--- config.mk ---
export PLATFORM = sky130hd
export DESIGN_NAME = fetch_unit
export DESIGN_NICKNAME = d
export VERILOG_FILES = /design/src/rtl/fetch_unit.sv
export SDC_FILE = /design/constraint.sdc
export NUM_CORES = 1
export LEC_CHECK = 0
export BUFFER_PORTS_ARGS = -buffer_cell sky130_fd_sc_hd__buf_2
export CORE_MARGIN = 2
export CORE_UTILIZATION = 52
export CTS_CLUSTER_SIZE = 24
export DETAILED_ROUTE_END_ITERATION = 8
export MAX_ROUTING_LAYER = met4
export PLACE_DENSITY = 0.74
export SLEW_MARGIN = 20
export SYNTH_ARGS = -nofsm -noshare
export SYNTH_HDL_FRONTEND = slang
export SYNTH_SLANG_ARGS = --single-unit
--- constraint.sdc ---
create_clock -name clk -period 3.7 [get_ports clk]
set_input_delay 0.37 -clock clk [delete_from_list [all_inputs] [get_ports clk]]
set_output_delay 0.37 -clock clk [all_outputs]
set_load 0.005 [all_outputs]
--- src/rtl/fetch_unit.sv ---
// Instruction fetch stage: PC register, one-deep outstanding instruction RAM
// request, and a 2-entry {pc, instr} prefetch buffer feeding decode.
module fetch_unit #(
  parameter logic [31:0] RESET_PC = 32'h0000_0000,
  parameter int          ADDR_W   = 8
) (
  input  logic              clk,
  input  logic              rst,
  input  logic              stall_i,
  input  logic              redirect_i,
  input  logic [31:0]       redirect_pc_i,
  output logic              iram_request_o,
  output logic [ADDR_W-1:0] iram_address_o,
  input  logic              iram_valid_i,
  input  logic [31:0]       iram_read_data_i,
  output logic              instr_valid_o,
  output logic [31:0]       instr_o,
  output logic [31:0]       pc_o
);

  localparam logic [31:0] NOP = 32'h0000_0013;

  logic [31:0] fetch_pc;
  logic [31:0] inflight_pc;
  logic        inflight;
  logic [31:0] buf_pc    [2];
  logic [31:0] buf_instr [2];
  logic        rd_ptr;
  logic [1:0]  count;

  logic        pop;
  logic        push;
  logic        issue;
  logic        wr_ptr;
  logic [2:0]  occupancy;
  logic [31:0] req_pc;

  // Decode handshake: an instruction transfers in any cycle where
  // instr_valid_o is high and stall_i is low; instr_o/pc_o hold otherwise.
  // A redirect flushes the buffer, so a transfer in that cycle is void.
  always_comb begin
    pop       = (count != 2'd0) && !stall_i && !redirect_i;
    push      = iram_valid_i && inflight && !redirect_i;
    // Every outstanding request owns a buffer slot, so the buffer cannot overflow.
    occupancy = {1'b0, count} + {2'b00, inflight} - {2'b00, pop};
    issue     = redirect_i || (occupancy < 3'd2);
    req_pc    = redirect_i ? (redirect_pc_i & ~32'h3) : fetch_pc;
    wr_ptr    = rd_ptr ^ count[0];
  end

  assign iram_request_o = issue && rst;
  assign iram_address_o = req_pc[ADDR_W+1:2];
  assign instr_valid_o  = (count != 2'd0);
  assign instr_o        = instr_valid_o ? buf_instr[rd_ptr] : NOP;
  assign pc_o           = instr_valid_o ? buf_pc[rd_ptr] : 32'h0;

  always_ff @(posedge clk or negedge rst) begin
    if (!rst) begin
      fetch_pc    <= RESET_PC;
      inflight    <= 1'b0;
      inflight_pc <= 32'h0;
      count       <= 2'd0;
      rd_ptr      <= 1'b0;
      for (int i = 0; i < 2; i++) begin
        buf_pc[i]    <= 32'h0;
        buf_instr[i] <= NOP;
      end
    end else begin
      inflight <= issue;
      if (issue) begin
        inflight_pc <= req_pc;
        fetch_pc    <= req_pc + 32'd4;
      end
      if (redirect_i) begin
        count  <= 2'd0;
        rd_ptr <= 1'b0;
      end else begin
        if (push) begin
          buf_pc[wr_ptr]    <= inflight_pc;
          buf_instr[wr_ptr] <= iram_read_data_i;
        end
        if (pop) rd_ptr <= ~rd_ptr;
        count <= count + {1'b0, push} - {1'b0, pop};
      end
    end
  end

endmodule

==> flow_summary.json, run 1 <==
{
  "worstPathRequired_ns": 3.33,
  "core_um2": 18000,
  "hold_path.class": "primary input to register",
  "maxCapViolations": 0,
  "grt_max_degree": 77,
  "ys.flop_type": "dfrtp_1",
  "ioPinCount": 143,
  "tightest_slew_ns": 0.819,
  "yosys_warnings": 0,
  "power.density_nw_per_um2": 718,
  "ir_drop_mv": 0.343,
  "htreeDepth": 4,
  "mostFrequentLayoutCells": "dfrtp_1, buf_2, mux2_2",
  "die_y_um": 140,
  "antenna_found_initial": 0,
  "crit_buf_inv": 3,
  "ys_ff_latch": 188,
  "synth_cell_types": 52,
  "status": "completed",
  "finalCritPeriodShare": 0.891,
  "grt_pass1_vias": 6531,
  "dr.pass1.iters": 4,
  "finalHoldViolCount": 0,
  "root_buffer": "clkbuf_16",
  "drt_iter0_drc": 339,
  "cts_tree": "built",
  "slew_violations": 0,
  "dp_cells": 1167,
  "portBuffers": 138,
  "crit_chain": "nor4b_2 > o21ai_0 > fa_1 > xnor2_1 > and2_1 > nor2_1 > buf_4 > inv_1 > and2_1 > buf_2",
  "syn_area_um2": 9590,
  "synth_top_family_by_area": "multiplexers",
  "grt_first_pass_wirelength_um": 33000,
  "fin_crit_ns": 3.30,
  "insertion_delay_ns": 0.42,
  "wire_per_inst_um": 16.3,
  "synth_seq_area_share": 0.492,
  "holdWs_ns": 0.189,
  "crit_top_cell": "and2_1",
  "diodes": 0,
  "synth-simple-area-share": 0.119,
  "syn_avg_cell_area_um2": 11.4,
  "drive_above_1_share": 0.355,
  "cts_setup_buffers": 0,
  "via_count": 6484,
  "synthArstFlopShare": 1.00,
  "start_kind": "register",
  "vias_per_cell": 5.40,
  "drc": 0,
  "finClkSkew_ns": 0.00946,
  "dieArea_um2": 19500,
  "critPathKind": "register to primary output",
  "max_stage_delay_ns": 0.48,
  "max_freq_mhz": 303,
  "ant_nets": 0,
  "slew_headroom": 0.453,
  "setup_viol": 0,
  "path_max_fanout": 12,
  "grt_overflow": 0,
  "clkTransAtPathRegs_ns": 0.07,
  "area_delta_synth_final_pct": 15.7,
  "rsz0062_at_grt": "no",
  "final_cell_count_no_fill": 1200,
  "fin_setup_tns_ns": 0,
  "numCtsBuffers": 17,
  "synthCells": 842,
  "fp-row-count": 49,
  "grt_usage": 0.214,
  "synth_xor_area_frac": 0.0484,
  "die_x_um": 140,
  "path_delay_family": "simple AND/OR/NAND/NOR gates",
  "cts_sinks": 188,
  "initial_core_util": 0.532,
  "p_leak_nw": 4.84,
  "place_congestion": 0.917,
  "fill_cells": 1499,
  "synthMuxAreaShare": 0.262,
  "clockBufferDepth": 2,
  "synth_adder_area_share": 0.00470,
  "synth_edf_count": 0,
  "cp_data_arrival_time_ns": 2.93,
  "synth_compound_area_frac": 0.0402,
  "final_nets": 1030,
  "cp-end-kind": "primary output",
  "crit_path_top_delay_cell": "dfrtp_1",
  "layout_commonest_cell": "dfrtp_1",
  "dp_hpwl_um": 13400,
  "finalWirelength_um": 19600
}
## synth_stat cells, types with 2 or more instances
cell,n,share of area
dfrtp_1,182,0.48
mux2_2,132,0.16
nor2_1,106,0.042
mux2i_1,102,0.11
nand2_1,62,0.024
xnor2_1,43,0.039
o21ai_0,26,0.014
clkbuf_1,19,0.0074
buf_2,18,0.0094
nand3_1,15,0.0078
a21oi_1,12,0.0063
buf_4,11,0.0086
nor3_1,10,0.0052
xor2_1,10,0.0091
buf_1,9,0.0035
inv_1,8,0.0031
nand4_1,7,0.0046
nor4_1,7,0.0046
dfstp_2,6,0.016
nand3b_1,6,0.0047
and2_1,5,0.0033
nor3_2,4,0.0042
a21o_1,3,0.0023
a22oi_1,3,0.0023
a31oi_1,2,0.0013
buf_6,2,0.0023
ha_1,2,0.0026
nand3_2,2,0.0021
nand4_4,2,0.0044
nand4b_1,2,0.0018
o21a_1,2,0.0016
o21ai_1,2,0.0010
## sequential cells by signal, summed over array words and instances (netlist names)
name         flops
inflight         1
inflight_pc     30
fetch_pc        30
count            2
buf_pc          60
rd_ptr           1
buf_instr       64
## power breakdown
group | leakage [nW] | switching [mW] | internal (mW)
Clock | 0.312 | 0.811 | 1.17
Combinational | 2.29 | 1.17 | 1.35
Sequential | 2.24 | 0.536 | 2.94
Total | 4.84 | 2.51 | 5.45
## final cells by class
cell class	count	area, um^2	area share
Clock buffer	18	439	0.0396
Clock inverter	14	206	0.0186
Inverter	8	30.0	0.00271
Multi-Input combinational cell	588	4570	0.412
Sequential cell	188	4720	0.425
Tap cell	229	287	0.0258
Timing Repair Buffer	155	845	0.0761
## cells by family after synthesis
| group | after synthesis |
|---|---|
| AND/OR/NAND/NOR | 237 |
| multiplexers | 234 |
| flip-flops | 188 |
| buffers and inverters | 67 |
| AO/OA/AOI/OAI | 59 |
| XOR/XNOR | 53 |
| adder cells (fa/ha/maj) | 3 |
| other | 1 |
## repair_timing
action	4_1_cts	5_1_grt
setup endpoints to repair	0	1
hold buffers	1	0
resized for setup	0	1
hold endpoints to repair	72	0
## worst reg2reg max path, delay by kind of cell, from the launching register on
family / cells / cell delay (ns)
mux: 1 / 0.08
simple gates: 4 / 1.04
fa+ha+maj: 1 / 0.39
compound gates: 1 / 0.17
xor+xnor: 2 / 0.34
flops: 1 / 0.48
buf+inv: 1 / 0.16
## metal layers
metal  vias to the layer above  global-route usage  wire length [um]
met5                         -                   -                 0
met4                         0              0.0768               397
met3                        27              0.0313               691
met2                       145               0.318              8880
met1                      3173               0.303              9640
li1                       3139                   -                 -
## final timing paths
path	start	end	slack, ns	cells after the start
setup / recovery	count[0]	iram_request_o	0.40	10
hold / removal	iram_read_data_i[24]	buf_instr[24]	0.19	2
setup reg to reg	count[0]	fetch_pc[31]	0.91	10
hold reg to reg	buf_instr[38]	buf_instr[38]	0.50	1
max in group asynchronous	rst	buf_instr[16]	2.01	3
min in group asynchronous	rst	fetch_pc[25]	0.50	2
## per-stage QoR
| step | setup WS (ns) | area, um^2 | utilization | power, mW |
|---|---|---|---|---|
| floorplan | 0.152 | 9590 | - | 5.26 |
| global placement | 0.616 | 10400 | 0.579 | 5.94 |
| detailed placement | 0.546 | 10400 | 0.579 | 6.05 |
| CTS | 0.187 | 11100 | 0.615 | 8.06 |
| global route | 0.0897 | 11100 | 0.616 | 8.50 |
| finish | 0.404 | 11100 | 0.616 | 7.97 |
(Power assumes the default switching activity.)
==> inputs of run 2 (changes only) <==
Settings changed: ABC_AREA from default to 1.
==> flow_summary.json, run 2 <==
{
  "reg2reg_to": "fetch_pc[20]",
  "grt_pass1_vias": 7193,
  "max_freq_mhz": 330,
  "drt_iter0_drc": 610,
  "core_um2": 17400,
  "die_y_um": 137,
  "synth_edf_count": 0,
  "switching_share": 0.367,
  "ant_nets": 0,
  "cp_data_arrival_time_ns": 2.66,
  "htreeDepth": 4,
  "setup_viol": 0,
  "start_kind": "register",
  "clkTransAtPathRegs_ns": 0.06,
  "area_delta_synth_final_pct": 15.1,
  "cp-end-kind": "primary output",
  "ioPinCount": 143,
  "maxCapViolations": 0,
  "worstPathRequired_ns": 3.33,
  "p_total_mw": 8.20,
  "clkPwrFrac": 0.233,
  "synth_seq_area_share": 0.509,
  "fin_area_um2": 10600,
  "synth_common_cells": "nand2_1, dfrtp_1, o21ai_0",
  "min_from": "iram_read_data_i[0]",
  "place_area_um2": 10000,
  "synth_cell_types": 32,
  "status": "completed",
  "dr.pass1.iters": 5,
  "worstHoldEndpoint": "buf_instr[0]",
  "hold_path.class": "primary input to register",
  "pwr-share-comb": 0.332,
  "grt_first_pass_wirelength_um": 35600,
  "drive_above_1_share": 0.164,
  "wire_per_inst_um": 13.9,
  "grt_overflow": 0,
  "syn_avg_cell_area_um2": 7.57,
  "final_nets": 1392,
  "power.density_nw_per_um2": 770,
  "yosysTopAreaCellShare": 0.492,
  "root_buffer": "clkbuf_16",
  "ys_ff_latch": 188,
  "syn_area_um2": 9250,
  "drc": 0,
  "grt_usage": 0.245,
  "ys.flop_type": "dfrtp_1",
  "grt_max_degree": 74,
  "finClkSkew_ns": 0.00744,
  "intPower_mw": 5.19,
  "fp-row-count": 48,
  "path_max_fanout": 4,
  "slew_violations": 0,
  "synth.area.top_cells": "dfrtp_1, nand2_1, o21ai_0",
  "r2r-start": "count[1]",
  "insertion_delay_ns": 0.42,
  "cts_sinks": 188,
  "r2r_setup_slack_ns": 1.00,
  "finalHoldViolCount": 0,
  "switchingPower_mw": 3.01,
  "place_congestion": 0.938,
  "dieArea_um2": 18900,
  "ir_drop_mv": 0.435,
  "largest_reg_flops": 64,
  "synthCells": 1222,
  "finalCritPeriodShare": 0.819,
  "synthArstFlopShare": 1.00,
  "via_count": 7910,
  "ctsResizeCount": 0,
  "whs_path_depth": 3,
  "initial_core_util": 0.533,
  "critPathKind": "register to primary output",
  "yosys_warnings": 0,
  "layout_commonest_cell": "nand2_1",
  "clockBufferDepth": 2,
  "antenna_found_initial": 1,
  "rsz0062_at_grt": "no",
  "yosysMostFrequentCell": "nand2_1",
  "cts_tree": "built",
  "seqPwrFrac": 0.434,
  "numCtsBuffers": 17,
  "regMostFlops": "buf_instr",
  "p_leak_nw": 5.43,
  "vias_per_cell": 5.07,
  "synth_top_area_cell": "dfrtp_1",
  "portBuffers": 138,
  "largest_registers": "buf_instr (64), buf_pc (60)",
  "slew_headroom": 0.523,
  "fin_crit_ns": 3.03,
  "cts_setup_buffers": 0,
  "die_x_um": 137,
  "dp_hpwl_um": 14300,
  "finalWirelength_um": 21700,
  "hold_buffers": 1,
  "tightest_slew_ns": 0.715,
  "mostFrequentLayoutCells": "nand2_1, dfrtp_1, o21ai_0",
  "fin_setup_tns_ns": 0,
  "r2r_cells": 15
}
-- run 2: cell families (layout without fill, tap and decap cells) --
kind of cell             Yosys count  after routing  synth area share
other                              1              3          0.000405
flip-flops                       188            188             0.509
adder cells (fa/ha/maj)            3              3           0.00487
buffers and inverters            189            299            0.0875
XOR/XNOR                           7              7           0.00663
AO/OA/AOI/OAI                    250            250             0.142
AND/OR/NAND/NOR                  584            584             0.249
-- run 2: final cells by class --
type	instances	area, um^2
Antenna cell	1	2.50
Clock buffer	23	488
Clock inverter	9	135
Fill cell	1650	6710
Inverter	112	420
Multi-Input combinational cell	846	3760
Sequential cell	188	4710
Tap cell	225	282
Timing Repair Buffer	155	852
-- run 2: metrics by stage --
stage	setup WS (ns)	hold slack, ns	util	instances
final	0.670	0.187	0.614	1559
after floorplan	0.984	0.0744	-	1223
after detailed placement	1.04	0.329	0.577	1525
after global routing	0.408	0.187	0.614	1559
after CTS	0.651	0.176	0.613	1558
after global placement	1.07	0.328	0.577	1525
-- run 2: worst max-delay path by stage --
stage	slack [ns]	endpoint	from	cells past startpoint
final	0.67	iram_request_o	count[1]	14
after global routing	0.41	iram_request_o	count[1]	14
after CTS	0.65	iram_request_o	count[1]	14
after detailed placement	1.04	fetch_pc[20]	count[1]	15
after global placement	1.07	fetch_pc[20]	count[1]	15
after floorplan	0.98	iram_request_o	count[1]	16
-- run 2: layer usage --
layer  track usage  vias up  wire length [um]
met3        0.0412       26              1240
met4        0.0670        0               325
met1         0.345     3655             10500
met5             -        -                 0
li1              -     4029                 -
met2         0.369      200              9700
-- run 2: worst max-delay path, cell delays in order, from the launching register on --
cell     delay (ns)
dfrtp_1        0.49
nor2_4         0.07
nor2_1         0.13
inv_1          0.08
nor2_1         0.12
nand2_1        0.08
nand2_1        0.07
nand2_1        0.06
fa_1           0.37
xnor2_1        0.15
nand2_1        0.08
nand2_2        0.08
inv_2          0.05
nor2_1         0.23
buf_2          0.17
-- run 2: power by group through the flow --
stage	Combinational, mW	Sequential [mW]	Clock [mW]
6_report	2.73	3.56	1.91
5_1_grt	3.18	3.68	2.02
4_1_cts	2.76	3.56	1.94
3_5_place_dp	2.74	3.58	0
3_3_place_gp	2.65	3.55	0
2_1_floorplan	1.99	3.46	0
==> inputs of run 3 (changes only) <==
Settings changed: CORE_UTILIZATION 52 to 57, PLACE_DENSITY 0.74 to 0.77.
Clock period 3.7 ns to 3.17 ns, I/O delays scaled along.
==> flow_summary.json, run 3 (synthesis results as in run 2) <==
{
  "fin_ws_ns": 0.241,
  "drive_above_1_share": 0.165,
  "layout_commonest_cell": "nand2_1",
  "place_congestion": 0.921,
  "pre_cts_ws_ns": 0.434,
  "core_um2": 15900,
  "path_max_fanout": 18,
  "worstPathRequired_ns": 2.85,
  "finalHoldViolCount": 0,
  "finalWirelength_um": 21500,
  "cp-end-kind": "primary output",
  "antenna_found_initial": 0,
  "ant_nets": 0,
  "crit_top_cell": "nand2_1",
  "drc": 0,
  "cts_sinks": 188,
  "crit_chain": "nor2_4 > nor2_1 > inv_1 > nor2_1 > nand2_1 > nand2_1 > nand2_1 > fa_1 > xnor2_1 > nand2_1 > nand2_2 > inv_4 > nor2_1 > buf_2",
  "clockBufferDepth": 2,
  "cts_tree": "built",
  "largest_registers": "buf_instr (64), buf_pc (60)",
  "dr.pass1.iters": 7,
  "die_x_um": 131,
  "routed-wl-met2_um": 9790,
  "dp_hpwl_um": 13800,
  "drt_iter0_drc": 696,
  "status": "completed",
  "maxCapViolations": 0,
  "power.density_nw_per_um2": 895,
  "grt_usage": 0.261,
  "highest-signal-layer": "met4",
  "grt_first_pass_wirelength_um": 36000,
  "max_freq_mhz": 341,
  "critPathKind": "register to primary output",
  "fp-row-count": 46,
  "insertion_delay_ns": 0.42,
  "cts_setup_buffers": 0,
  "ioPinCount": 143,
  "root_buffer": "clkbuf_16",
  "fin_area_um2": 10600,
  "numCtsBuffers": 17,
  "final_nets": 1389,
  "mostFrequentLayoutCells": "nand2_1, dfrtp_1, o21ai_0",
  "initial_core_util": 0.583,
  "crit_buf_inv": 3,
  "slew_violations": 0,
  "path_delay_family": "simple AND/OR/NAND/NOR gates",
  "start_kind": "register",
  "cp_data_arrival_time_ns": 2.61,
  "via_count": 7995,
  "place_area_um2": 9980,
  "fin_crit_ns": 2.93,
  "die_y_um": 131,
  "crit_path_top_delay_cell": "dfrtp_2",
  "setup_viol": 0,
  "dieArea_um2": 17300,
  "rsz0062_at_grt": "no",
  "fin_setup_tns_ns": 0,
  "grt_max_degree": 125,
  "grt_overflow": 0,
  "wl_met1_um": 10200,
  "htreeDepth": 4,
  "portBuffers": 138,
  "p_leak_nw": 5.41,
  "finClkSkew_ns": 0.00933,
  "dr_wl_met3_um": 1100,
  "hold_path.class": "primary input to register",
  "largest_reg_flops": 64,
  "vias_per_cell": 5.17,
  "diodes": 0,
  "finalCritPeriodShare": 0.924,
  "wire_per_inst_um": 13.9,
  "tightest_slew_ns": 0.817,
  "area_delta_synth_final_pct": 14.5,
  "regMostFlops": "buf_instr",
  "fill_cells": 1415,
  "clkTransAtPathRegs_ns": 0.08,
  "ir_drop_mv": 0.422,
  "grt_pass1_vias": 7336,
  "max_stage_delay_ns": 0.45,
  "slew_headroom": 0.455
}
## run 3: layout make-up
class | count | area (um^2) | share of cell area
clock buffer | 18 | 439 | 0.0414
clock inverter | 14 | 135 | 0.0128
inverter | 112 | 423 | 0.0399
multi-input combinational | 846 | 3760 | 0.354
sequential | 188 | 4720 | 0.445
tap | 216 | 270 | 0.0255
timing repair buffer | 152 | 858 | 0.0810
## run 3: power by group
part,total (mW),leakage (nW),internal (mW),switching [mW]
clock,2.09,0.276,1.12,0.971
combinational,3.22,2.81,1.17,2.05
sequential,4.17,2.32,3.59,0.581
total,9.48,5.41,5.88,3.61
## run 3: per-layer routing
metal	GRT usage	vias up
met5	-	-
met4	0.0707	0
met3	0.0343	24
met2	0.396	232
met1	0.373	3714
li1	-	4025
## run 3: worst min-delay path: stages
cell and delay, ns:
buf_2 0.10, inv_1 0.05, o21ai_0 0.08
## run 3: worst paths after layout
path | depth (start not counted) | startpoint | endpoint | slack [ns]
min in group asynchronous | 2 | rst | buf_pc[13] | 0.39
hold / removal | 3 | iram_read_data_i[1] | buf_instr[33] | 0.12
setup reg to reg | 15 | count[1] | fetch_pc[20] | 0.53
setup / recovery | 14 | count[1] | iram_request_o | 0.24
hold reg to reg | 2 | fetch_pc[3] | fetch_pc[3] | 0.48
max in group asynchronous | 3 | rst | buf_pc[28] | 1.83
## run 3: what timing repair did
| item | in CTS | in global routing |
|---|---|---|
| endpoints found under the hold margin | 41 | 0 |
| endpoints found under the setup margin | 0 | 1 |
| gates resized for setup | 0 | 4 |
| hold buffers | 1 | 0 |
## run 3: stage by stage
stage               power (mW)   util  hold slack [ns]  instances
floorplan                 6.36      -           0.0214       1223
global placement          7.24  0.629            0.275       1512
detailed placement        7.39  0.629            0.272       1512
CTS                       9.50  0.665            0.114       1545
global route              10.3  0.667            0.133       1546
finish                    9.48  0.667            0.121       1546
